<file path="src/rtl/cas_lock_seq.sv">
// CAS-lock sequencer: serial key load, two CAS chains, locked output.
// Two-stage datapath with a saturating count of flipped outputs.
module cas_lock_seq #(
    parameter int unsigned           W             = 32,
    parameter logic [W-2:0]          CHAIN_PATTERN = '0,
    parameter int unsigned           CNT_W         = 16
) (
    input  logic             clk,
    input  logic             rst,
    input  logic             key_load,
    input  logic             key_valid,
    input  logic             key_bit,
    output logic             key_ready,
    output logic             armed,
    input  logic             in_valid,
    output logic             in_ready,
    input  logic [W-1:0]     in_data,
    input  logic             orig_bit,
    output logic             out_valid,
    output logic             out_bit,
    output logic [CNT_W-1:0] flip_cnt
);

    localparam int unsigned KW = 2 * W;
    localparam int unsigned CW = $clog2(KW + 1);

    typedef enum logic [1:0] {
        IDLE,
        LOAD,
        ARMED
    } state_t;

    state_t          state_q, state_d;
    logic [CW-1:0]   cnt_q, cnt_d;
    logic [KW-1:0]   key_q, key_d;

    logic            s1_valid_q;
    logic [W-1:0]    xa_q;
    logic [W-1:0]    xb_q;
    logic            orig_q;
    logic            out_valid_q;
    logic            out_bit_q;
    logic [CNT_W-1:0] flip_q;

    logic            hs;
    logic            chain_a;
    logic            chain_b;
    logic            casop;

    // Gate chain: stage j combines x[j] with the previous stage result.
    function automatic logic chain_eval(input logic [W-1:0] x);
        logic c;
        c = x[0];
        for (int j = 1; j < W; j++) begin
            if (CHAIN_PATTERN[j-1]) c = x[j] | c;
            else                    c = x[j] & c;
        end
        return c;
    endfunction

    // FSM state, key bit counter and key register.
    always_ff @(posedge clk) begin
        if (rst) begin
            state_q <= IDLE;
            cnt_q   <= '0;
            key_q   <= '0;
        end else begin
            state_q <= state_d;
            cnt_q   <= cnt_d;
            key_q   <= key_d;
        end
    end

    // Next state: key_load restarts loading from any state and wins over key_valid.
    always_comb begin
        state_d = state_q;
        cnt_d   = cnt_q;
        key_d   = key_q;
        if (key_load) begin
            state_d = LOAD;
            cnt_d   = '0;
        end else if (state_q == LOAD && key_valid) begin
            for (int i = 0; i < KW; i++) begin
                if (cnt_q == CW'(i)) key_d[i] = key_bit;
            end
            cnt_d = cnt_q + CW'(1);
            if (cnt_q == CW'(KW - 1)) state_d = ARMED;
        end
    end

    // Handshake status decoded from the current state.
    always_comb begin
        key_ready = 1'b0;
        armed     = 1'b0;
        case (state_q)
            LOAD:    key_ready = 1'b1;
            ARMED:   armed     = 1'b1;
            default: ;
        endcase
    end

    assign in_ready = armed;
    assign hs       = in_valid && in_ready;

    assign chain_a = chain_eval(xa_q);
    assign chain_b = chain_eval(xb_q);
    assign casop   = chain_a & ~chain_b;

    // Stage 1 keeps pre-keyed operands so a reload cannot disturb them.
    always_ff @(posedge clk) begin
        if (rst) begin
            s1_valid_q <= 1'b0;
            xa_q       <= '0;
            xb_q       <= '0;
            orig_q     <= 1'b0;
        end else begin
            s1_valid_q <= hs;
            if (hs) begin
                xa_q   <= in_data ^ key_q[W-1:0];
                xb_q   <= in_data ^ key_q[KW-1:W];
                orig_q <= orig_bit;
            end
        end
    end

    // Stage 2 produces the locked bit and counts flipped outputs.
    always_ff @(posedge clk) begin
        if (rst) begin
            out_valid_q <= 1'b0;
            out_bit_q   <= 1'b0;
            flip_q      <= '0;
        end else begin
            out_valid_q <= s1_valid_q;
            if (s1_valid_q) begin
                out_bit_q <= orig_q ^ casop;
                if (casop && flip_q != '1) flip_q <= flip_q + CNT_W'(1);
            end
        end
    end

    assign out_valid = out_valid_q;
    assign out_bit   = out_bit_q;
    assign flip_cnt  = flip_q;

endmodule

</file>
<file path="config.mk">
export PLATFORM = sky130hd
export DESIGN_NAME = cas_lock_seq
export DESIGN_NICKNAME = d
export VERILOG_FILES = /design/src/rtl/cas_lock_seq.sv
export SDC_FILE = /design/constraint.sdc
export NUM_CORES = 1
export LEC_CHECK = 0
export ABC_AREA = 1
export CORE_ASPECT_RATIO = 0.75
export CORE_MARGIN = 1.5
export CORE_UTILIZATION = 63
export DETAILED_ROUTE_END_ITERATION = 16
export PLACE_DENSITY = 0.94
export SYNTH_ARGS = -nofsm -noshare
export SYNTH_HDL_FRONTEND = slang
export SYNTH_SLANG_ARGS = --single-unit
</file>
<file path="constraint.sdc">
create_clock -name clk -period 2.7 [get_ports clk]
set_input_delay 0.405 -clock clk [delete_from_list [all_inputs] [get_ports clk]]
set_output_delay 0.405 -clock clk [all_outputs]
set_load 0.01 [all_outputs]
</file>
==> qor.csv, run 1 <==
metric,value,unit
status,"complete, no violations",
crit_fanout,6,
path_buf_inv,2,
place_hpwl,12900,µm
grtUsageMet3,0.0691,
cts_setup_buffers,0,
cpMaxStageDelayCell,clkdlybuf4s50_1,
cp-end-kind,primary output,
wl_per_cell,16.6,µm
core,11500,µm²
synth_common_cells,"178 x nand2_1, 157 x dfxtp_1, 134 x a21oi_1",
postPlaceCellArea,8080,µm²
avgSynthCellArea,7.38,µm²
ys_seq_elements,157,
grt_pass1_vias,6756,
cts_tree,done,
fin_cells,1219,
min_period,2.18,ns
grt_use_met1,0.433,
io_pins,60,
cts_buffer_depth,2,
cts-htree-levels,4,
fin_skew,0.00683,ns
fin_area,8660,µm²
vias_per_cell,5.88,
synth-seq-area-share,0.423,
synth_top_area_share,0.423,
cp_top_family,buffers and inverters,
syn_inst,1007,
dr.first_iter.drc_count,769,
overflow,0,
drc,0,
crit_path_cell_trace,inv_1 -> nor2_4 -> clkdlybuf4s50_1,
grt_pass1_wl,32600,µm
synth-main-ff-cell,dfxtp_1,
synth.distinct_cells,30,
p_leak,3.50,nW
p_total,4.92,mW
grtUsageMet2,0.532,
syn_area,7430,µm²
maxCapViolations,0,
fin_crit_sh,0.809,
clock.fmax,0.458,GHz
grt.busiest_layer,met2,
holdBufCountCts,0,
dp_slack,0.544,ns
arrival,1.78,ns
yosysMostFrequentCell,nand2_1,
final_util,0.751,
port_buffers,59,
synth_nets,1051,
startpoint_type,flop,
whs,0.444,ns
vdd_drop_max,0.472,mV
slew-limit-headroom,0.441,
cp.required,2.30,ns
wl,20200,µm
syn2layout_area_growth,16.6,%
setup_viol,0,
grt_max_degree,72,
ys_warn_count,0,
vias,7168,
rsz0062_at_grt,no,
diodes,0,
dieArea,12500,µm²
row_count,34,
gp_congestion,0.891,
dr.pass1.iters,7,
netlist_top_cells_area,"dfxtp_1 42%, a21oi_1 9.0%, nand2_1 9.0%, xor2_1 7.9%, nor2_1 5.8%",
cts.sinks,157,
final_antenna_net_count,0,
slowest_delay,0.61,ns
async_reset_ff_frac,0,
yosysTopAreaCell,dfxtp_1,
die_width,128,µm
worstHoldPathType,input port to flop,
ctsRootBufferMaster,clkbuf_16,
num-fill-cells,773,
tns,0,ns
grt_use_total,0.336,
die_h,97.0,µm
cts_resized,0,
synth_edf_count,0,
finalHoldViolations,0,
start_util,0.644,
dp.cells,1187,
clk_latency,0.43,ns
power_per_cell_area,568,nW/µm²
cts.reportedPaths.clkPinSlew,0.06,ns
crit_type,flop to primary output,
drv_slew,0,
cts_made_buffers,17,
nets,1088,
fin_ws,0.516,ns
drive_above_1_share,0.0965,
antenna_found_initial,0,
worst_pin_slew,0.837,ns
## area by class of cell
type                    count  area, µm²  share of cell area
repair buffers             69        681              0.0786
inverters                  67        251              0.0290
clock buffers              19        443              0.0511
multi-input cells         732       3800               0.439
flip-flops and latches    157       3140               0.363
well taps                 162        203              0.0234
clock inverters            13        143              0.0165
## registers in the layout, indices dropped and copies added (netlist names)
| signal | count |
|---|---|
| out_valid | 1 |
| xb_q | 32 |
| out_bit | 1 |
| orig_q | 1 |
| xa_q | 32 |
| key_q | 64 |
| cnt_q | 7 |
| s1_valid_q | 1 |
| state_q | 2 |
| flip_cnt | 16 |
## per-layer routing
layer  up-vias  part of all wire
met2       401              0.46
met4         0             0.033
met1      3324              0.41
li1       3361                 -
met5         -                 0
met3        82             0.097
## cells by family after synthesis
kind of cell             share of synthesized area
AND/OR/NAND/NOR                              0.283
AO/OA/AOI/OAI                                0.139
flip-flops                                   0.423
buffers and inverters                       0.0669
XOR/XNOR                                    0.0790
adder cells (fa/ha/maj)                    0.00842
## final timing paths
check	startpoint	endpoint	slack, ns	depth (start not counted)
setup / recovery	state_q[1]	armed	0.52	3
hold / removal	rst	flip_cnt[7]	0.44	4
setup reg to reg	xa_q[9]	flip_cnt[10]	0.67	9
hold reg to reg	xb_q[13]	xb_q[13]	0.46	2
## cells in the final DEF, fill, tap and decap left out, types with 3 or more instances in the layout
| cell | instances |
|---|---|
| nand2_4 | 11 |
| nor3_1 | 14 |
| inv_1 | 63 |
| clkbuf_16 | 17 |
| nand3_1 | 74 |
| nor2_2 | 39 |
| ha_1 | 5 |
| clkdlybuf4s50_1 | 57 |
| a21oi_1 | 134 |
| dfxtp_1 | 157 |
| nand2_1 | 177 |
| xor2_1 | 67 |
| clkinv_4 | 3 |
| clkinvlp_4 | 5 |
| buf_4 | 8 |
| nor2_1 | 113 |
| nand4_1 | 18 |
| o21ai_0 | 68 |
## worst register-to-register path, cell delays in order (launching register included)
cell,delay [ns]
dfxtp_1,0.35
nand2_1,0.07
nor2_1,0.31
nand2_1,0.13
nor2_1,0.14
nand2_1,0.12
nor2_1,0.42
nand4_1,0.19
nand2_1,0.11
nor2_1,0.04
## power breakdown
group	internal, mW	switching (mW)
sequential	2.32	0.00265
combinational	0.0861	0.135
clock	1.39	0.991
Note: power is estimated with default switching activity, not from simulation.
==> run 2, diff against run 1 <==
--- a/config.mk
+++ b/config.mk
@@ -8,9 +8,9 @@
 export ABC_AREA = 1
 export CORE_ASPECT_RATIO = 0.75
 export CORE_MARGIN = 1.5
-export CORE_UTILIZATION = 63
+export CORE_UTILIZATION = 53
 export DETAILED_ROUTE_END_ITERATION = 16
-export PLACE_DENSITY = 0.94
+export PLACE_DENSITY = 0.86
 export SYNTH_ARGS = -nofsm -noshare
 export SYNTH_HDL_FRONTEND = slang
 export SYNTH_SLANG_ARGS = --single-unit
==> constraint.sdc (replaced) <==
create_clock -name clk -period 1.8 [get_ports clk]
set_input_delay 0.27 -clock clk [delete_from_list [all_inputs] [get_ports clk]]
set_output_delay 0.27 -clock clk [all_outputs]
set_load 0.01 [all_outputs]
==> run 2 against run 1 <==
Net effect:
- flip-flop and latch count stayed put
- worst hold slack lost 0.11 ns
- global-route usage fell by 6.4 points
- the run now ends with design-rule violations left
- cell count rose by 3.8%
- non-clock buffer count rose by 33
- first-iteration DRC count shrank 8.2%
- largest power group unchanged
- final area increased by 3.9%
- critical endpoint is now flip_cnt[11]
- count of clock-buffer cells in the layout up 2
- clock skew increased by 0.0028 ns
- register-to-register slack lost 0.54 ns
==> qor.csv, run 2 (synthesis gave the netlist of run 1 again) <==
metric,value,unit,change
maxCapViolations,0,,unchanged
io_pins,60,,unchanged
cts.sinks,157,,unchanged
setup_viol,0,,unchanged
holdBufCountCts,0,,unchanged
die_width,140,µm,was 128 µm
slew-limit-headroom,0.779,,was 0.441
tns,0,ns,unchanged
p_seq_frac,0.474,,was 0.472
largest_reg_flops,64,,unchanged
vdd_drop_max,0.708,mV,was 0.472 mV
ctsRootBufferMaster,clkbuf_16,,unchanged
dieArea,14700,µm²,was 12500 µm²
cp.required,1.53,ns,was 2.30 ns
vias,7005,,was 7168
cp-end-kind,primary output,,unchanged
overflow,0,,unchanged
wl_per_cell,15.6,µm,was 16.6 µm
path_buf_inv,2,,unchanged
wl,19700,µm,was 20200 µm
start_util,0.542,,was 0.644
cts.reportedPaths.clkPinSlew,0.06,ns,about the same
top_register,key_q,,unchanged
crit_path_cell_trace,buf_4 -> clkdlybuf4s50_1,,was inv_1 -> nor2_4 -> clkdlybuf4s50_1
cts_buffer_depth,2,,unchanged
vias_per_cell,5.54,,was 5.88
rsz0062_at_grt,no,,unchanged
worstHoldPathType,input port to flop,,unchanged
crit_type,flop to primary output,,unchanged
layout_common_cells,"177 x nand2_1, 157 x dfxtp_1, 134 x a21oi_1",,unchanged
dr.first_iter.drc_count,706,,was 769
final_antenna_net_count,0,,unchanged
fin_skew,0.00968,ns,was 0.00683 ns
worst_pin_slew,0.329,ns,was 0.837 ns
syn2layout_area_growth,21.2,%,was 16.6%
gp_congestion,0.849,,was 0.891
cts_made_buffers,17,,unchanged
startpoint_type,flop,,unchanged
row_count,37,,was 34
status,"finished, violations left",,"was complete, no violations"
internal_power,5.69,mW,was 3.79 mW
clk_latency,0.44,ns,was 0.43 ns
cpMaxStageDelayCell,clkdlybuf4s50_1,,unchanged
arrival,1.46,ns,was 1.78 ns
drc,2,,was 0
cp_top_family,buffers and inverters,,unchanged
p_sw_frac,0.226,,was 0.229
largest_registers,"key_q x64, xa_q x32, xb_q x32",,unchanged
nets,1121,,was 1088
antenna_found_initial,0,,unchanged
grt_max_degree,72,,unchanged
multi_input_area,3820,µm²,was 3800 µm²
grt_pass1_vias,6403,,was 6756
min_period,1.73,ns,
cts_tree,done,,unchanged
seq_area,3140,µm²,unchanged
dr.pass1.iters,11,,was 7
fin_crit_sh,0.962,,
power_per_cell_area,817,nW/µm²,was 568 nW/µm²
p_leak,3.69,nW,was 3.50 nW
slowest_delay,0.53,ns,was 0.61 ns
switchingPower,1.67,mW,was 1.13 mW
die_h,106,µm,was 97.0 µm
drv_slew,0,,unchanged
drive_above_1_share,0.125,,was 0.0965
final_common_cell,nand2_1,,unchanged
grt_use_total,0.272,,was 0.336
diodes,0,,unchanged
grt_pass1_wl,31700,µm,was 32600 µm
num-fill-cells,1048,,was 773
crit_fanout,5,,was 6
core,13700,µm²,was 11500 µm²
pwr-share-comb,0.048,,was 0.045
violations,design-rule violations,,
clockPowerShare,0.478,,was 0.483
place_hpwl,13200,µm,was 12900 µm
whs,0.332,ns,was 0.444 ns
port_buffers,59,,unchanged
cts-htree-levels,4,,unchanged
finalHoldViolations,0,,unchanged
clock.fmax,0.578,GHz,
==> run 2: layer usage <==
metal	GRT usage	routed length (µm)	share of wire	vias to the layer above
met5	0	0	0	-
met4	0.100	307	0.016	0
met1	0.381	8920	0.45	3230
met3	0.0636	1820	0.092	33
li1	-	-	-	3431
met2	0.410	8650	0.44	311
==> run 2: cell type report <==
cell class / count / area share
Multi-Input combinational cell: 732 / 0.424
Timing Repair Buffer: 102 / 0.111
Tap cell: 175 / 0.0243
Clock inverter: 11 / 0.0132
Sequential cell: 157 / 0.349
Inverter: 67 / 0.0283
Clock buffer: 21 / 0.0500
==> run 2: worst paths after layout <==
kind | slack, ns | start | to | cells past startpoint
worst min-delay path | 0.33 | rst | flip_cnt[5] | 3
worst max register to register | 0.13 | xb_q[6] | flip_cnt[7] | 10
worst max-delay path | 0.07 | flip_cnt[11] | flip_cnt[11] | 2
worst min register to register | 0.46 | xb_q[5] | xb_q[5] | 2
==> run 2: stage by stage <==
step            util  cells  cell area (µm²)  setup slack (ns)  power, mW
6_report       0.657   1265             9000            0.0686       7.35
4_1_cts        0.653   1261             8950            0.0627       7.37
5_1_grt        0.657   1265             9000            0.0142       7.53
3_5_place_dp   0.611   1228             8380            0.0527       3.91
2_1_floorplan      -   1007             7430             0.254       3.72
3_3_place_gp   0.611   1228             8380            0.0806       3.90
==> run 2: worst min-delay path, stage by stage <==
cell	delay (ns)
buf_2	0.13
buf_12	0.21
nor2_1	0.12
==> run 2: power groups by stage <==
stage	clock network, mW	registers (mW)	logic, mW
global placement	0	3.56	0.343
global route	3.68	3.48	0.376
detailed placement	0	3.56	0.348
CTS	3.54	3.48	0.350
finish	3.52	3.48	0.356
floorplan	0	3.56	0.166
==> run 2: what timing repair did <==
action	CTS	global route
pin swaps	1	1
endpoints found under the setup margin	3	7
setup buffers	1	4
gates resized for setup	3	5
==> patch (flow settings as in run 2) <==
The 3 states of `state_t` get a one-hot encoding in 3 bits.
--- a/src/rtl/cas_lock_seq.sv
+++ b/src/rtl/cas_lock_seq.sv
@@ -26,6 +26,6 @@
 
-    typedef enum logic [1:0] {
-        IDLE,
-        LOAD,
-        ARMED
+    typedef enum logic [2:0] {
+        IDLE  = 3'b001,
+        LOAD  = 3'b010,
+        ARMED = 3'b100
     } state_t;
Formal check against the unedited RTL: same outputs for any inputs over 10 cycles, from zero or initial values and one cycle with rst high; not proved beyond that.
==> patch against run 2 <==
Power decreased by 1.6%; clock skew decreased by 0.0036 ns; sequential cell count increased by 1; wire length increased by 3.3%; largest cell class unchanged; highest routed layer unchanged; largest power group is now sequential cells; via count increased by 4.5%; first-iteration DRC count increased by 16%; design area decreased by 0.36%; synthesized area decreased by 0.56%; setup slack improved by 0.0051 ns; count of clock-buffer cells in the layout decreased by 1.
==> patch: results (changes against run 2) <==
* Area contributors post-synth: dfxtp_1, nand2_1, a21oi_1
* Slew HR at 69.86% (-8.0 points)
* CTS clk-pin slew, worst paths at 0.06 ns (about the same)
* Outcome: finished, final reports clean
* Antenna cells at 0 (unchanged)
* CP max FO at 6 (+1)
* Fin area at 0.008971 mm2 (-0.36%)
* Asr flop ratio synth at 0% (unchanged)
* Routability cong. at 0.8744 (+3.0%)
* Place WS at -0.1562 ns (-0.2088 ns)
* Cell area after placement at 0.008391 mm2 (+0.15%)
* XOR/XNOR Fraction of Synth Area at 7.944% (+0.044 points)
* CP max stage delay at 0.53 ns (about the same)
* Min-delay src: rst
* WL per Instance at 15.75 um (+1.2%)
* Synth Area in Adders at 0.8469% (+0.0047 points)
* Most common library cells after synthesis: nand2_1, dfxtp_1, nor2_1
* Final WL at 20,330 um (+3.3%)
* Compound-Gate Fraction of Synth Area at 14.13% (+0.18 points)
* Initial antenna violation count at 0 (unchanged)
* Fin Hold WS at 0.2014 ns (-0.1306 ns)
* Worst r2r src: xa_q[4]
* DR pass1 iterations at 6 (-5)
* Post-Route Skew at 0.006096 ns (-0.003586 ns)
* Hpwl dp at 13,370 um (+1.3%)
* Min-Delay Path Depth at 4 (+1)
* Library cells used by synthesis at 27 (-10%)
* Worst R2R End: flip_cnt[3]
* DR iter-0 viols at 821 (+16%)
* Synthesized net count at 1,074 (+2.2%)
* Gr usage total at 28.38% (+1.2 points)
* Warnings from Yosys at 0 (unchanged)
* Leakage at 3.564 nW (-3.4%)
* WHS Endpoint: cnt_q[4]
* Syn_area_per_cell at 7.172 um2 (-2.8%)
* Cell Count Post-Placement at 1,259 (+2.5%)
* Share of layout cells above drive strength 1 at 8.871% (-3.6 points)
* Largest net degree at the start of global routing at 95 (+32%)
* Maximum VDD drop at 0.7318 mV (+3.3%)
* Filler cell count at 1,083 (+3.3%)
* Register area share after synthesis at 42.82% (+0.51 points)
* Max cap viols at 0 (unchanged)
* First-pass GRT wire length at 33,240 um (+4.9%)
* Vias at 7,317 (+4.5%)
* Vias in the first global route at 6,846 (+6.9%)
## patch: changes by cell type after synthesis, sizes merged, moves of 5 or more
cell | run 2 | this run
nor3 | 14 | 23
a21oi | 134 | 128
clkbuf | 33 | 39
nand4 | 20 | 25
o21a | 0 | 21
o21ai | 68 | 49
## patch: repair_timing
item	CTS	global route
buffers inserted	0	1
hold buffers	0	0
endpoints found under the hold margin	0	0
pin swaps	0	1
resized for setup	5	4
endpoints found under the setup margin	3	20
## patch: final cells by class
cell class	count	share of cell area, %
multi-input combinational	751	42.09
tap	175	2.441
sequential	158	35.27
inverter	66	2.762
clock buffer	20	4.979
timing repair buffer	110	11.39
clock inverter	11	1.060
## patch: worst max path at each step
stage,depth (start not counted),slack [ns],to,startpoint
after global placement,7,-0.12,key_q[5],key_valid
after floorplan,9,0.14,flip_cnt[5],flip_cnt[0]
after CTS,2,0.07,flip_cnt[0],flip_cnt[0]
after detailed placement,7,-0.16,key_q[53],key_valid
final,2,0.07,flip_cnt[0],flip_cnt[0]
after global routing,9,-0.02,flip_cnt[3],flip_cnt[0]
## patch: power by group
group	switching [mW]	total [mW]	internal, mW
registers	0.00697	3.51	3.50
logic	0.207	0.349	0.142
clock network	1.46	3.38	1.92
total	1.68	7.24	5.56
## patch: kinds of logic after synthesis
logic type | Yosys count
and+or+nand+nor | 481
AOI/OAI and AO/OA | 198
DFF | 158
buffers and inverters | 121
xor gates and xnor gates | 67
adders and majority gates | 5
## patch: layer usage
| layer | global-route usage (%) | vias up | wire, um |
|---|---|---|---|
| met5 | 0 | - | 0 |
| li1 | - | 3506 | - |
| met1 | 38.73 | 3418 | 8645 |
| met3 | 5.316 | 40 | 1770 |
| met2 | 45.10 | 353 | 9461 |
| met4 | 10.11 | 0 | 454 |
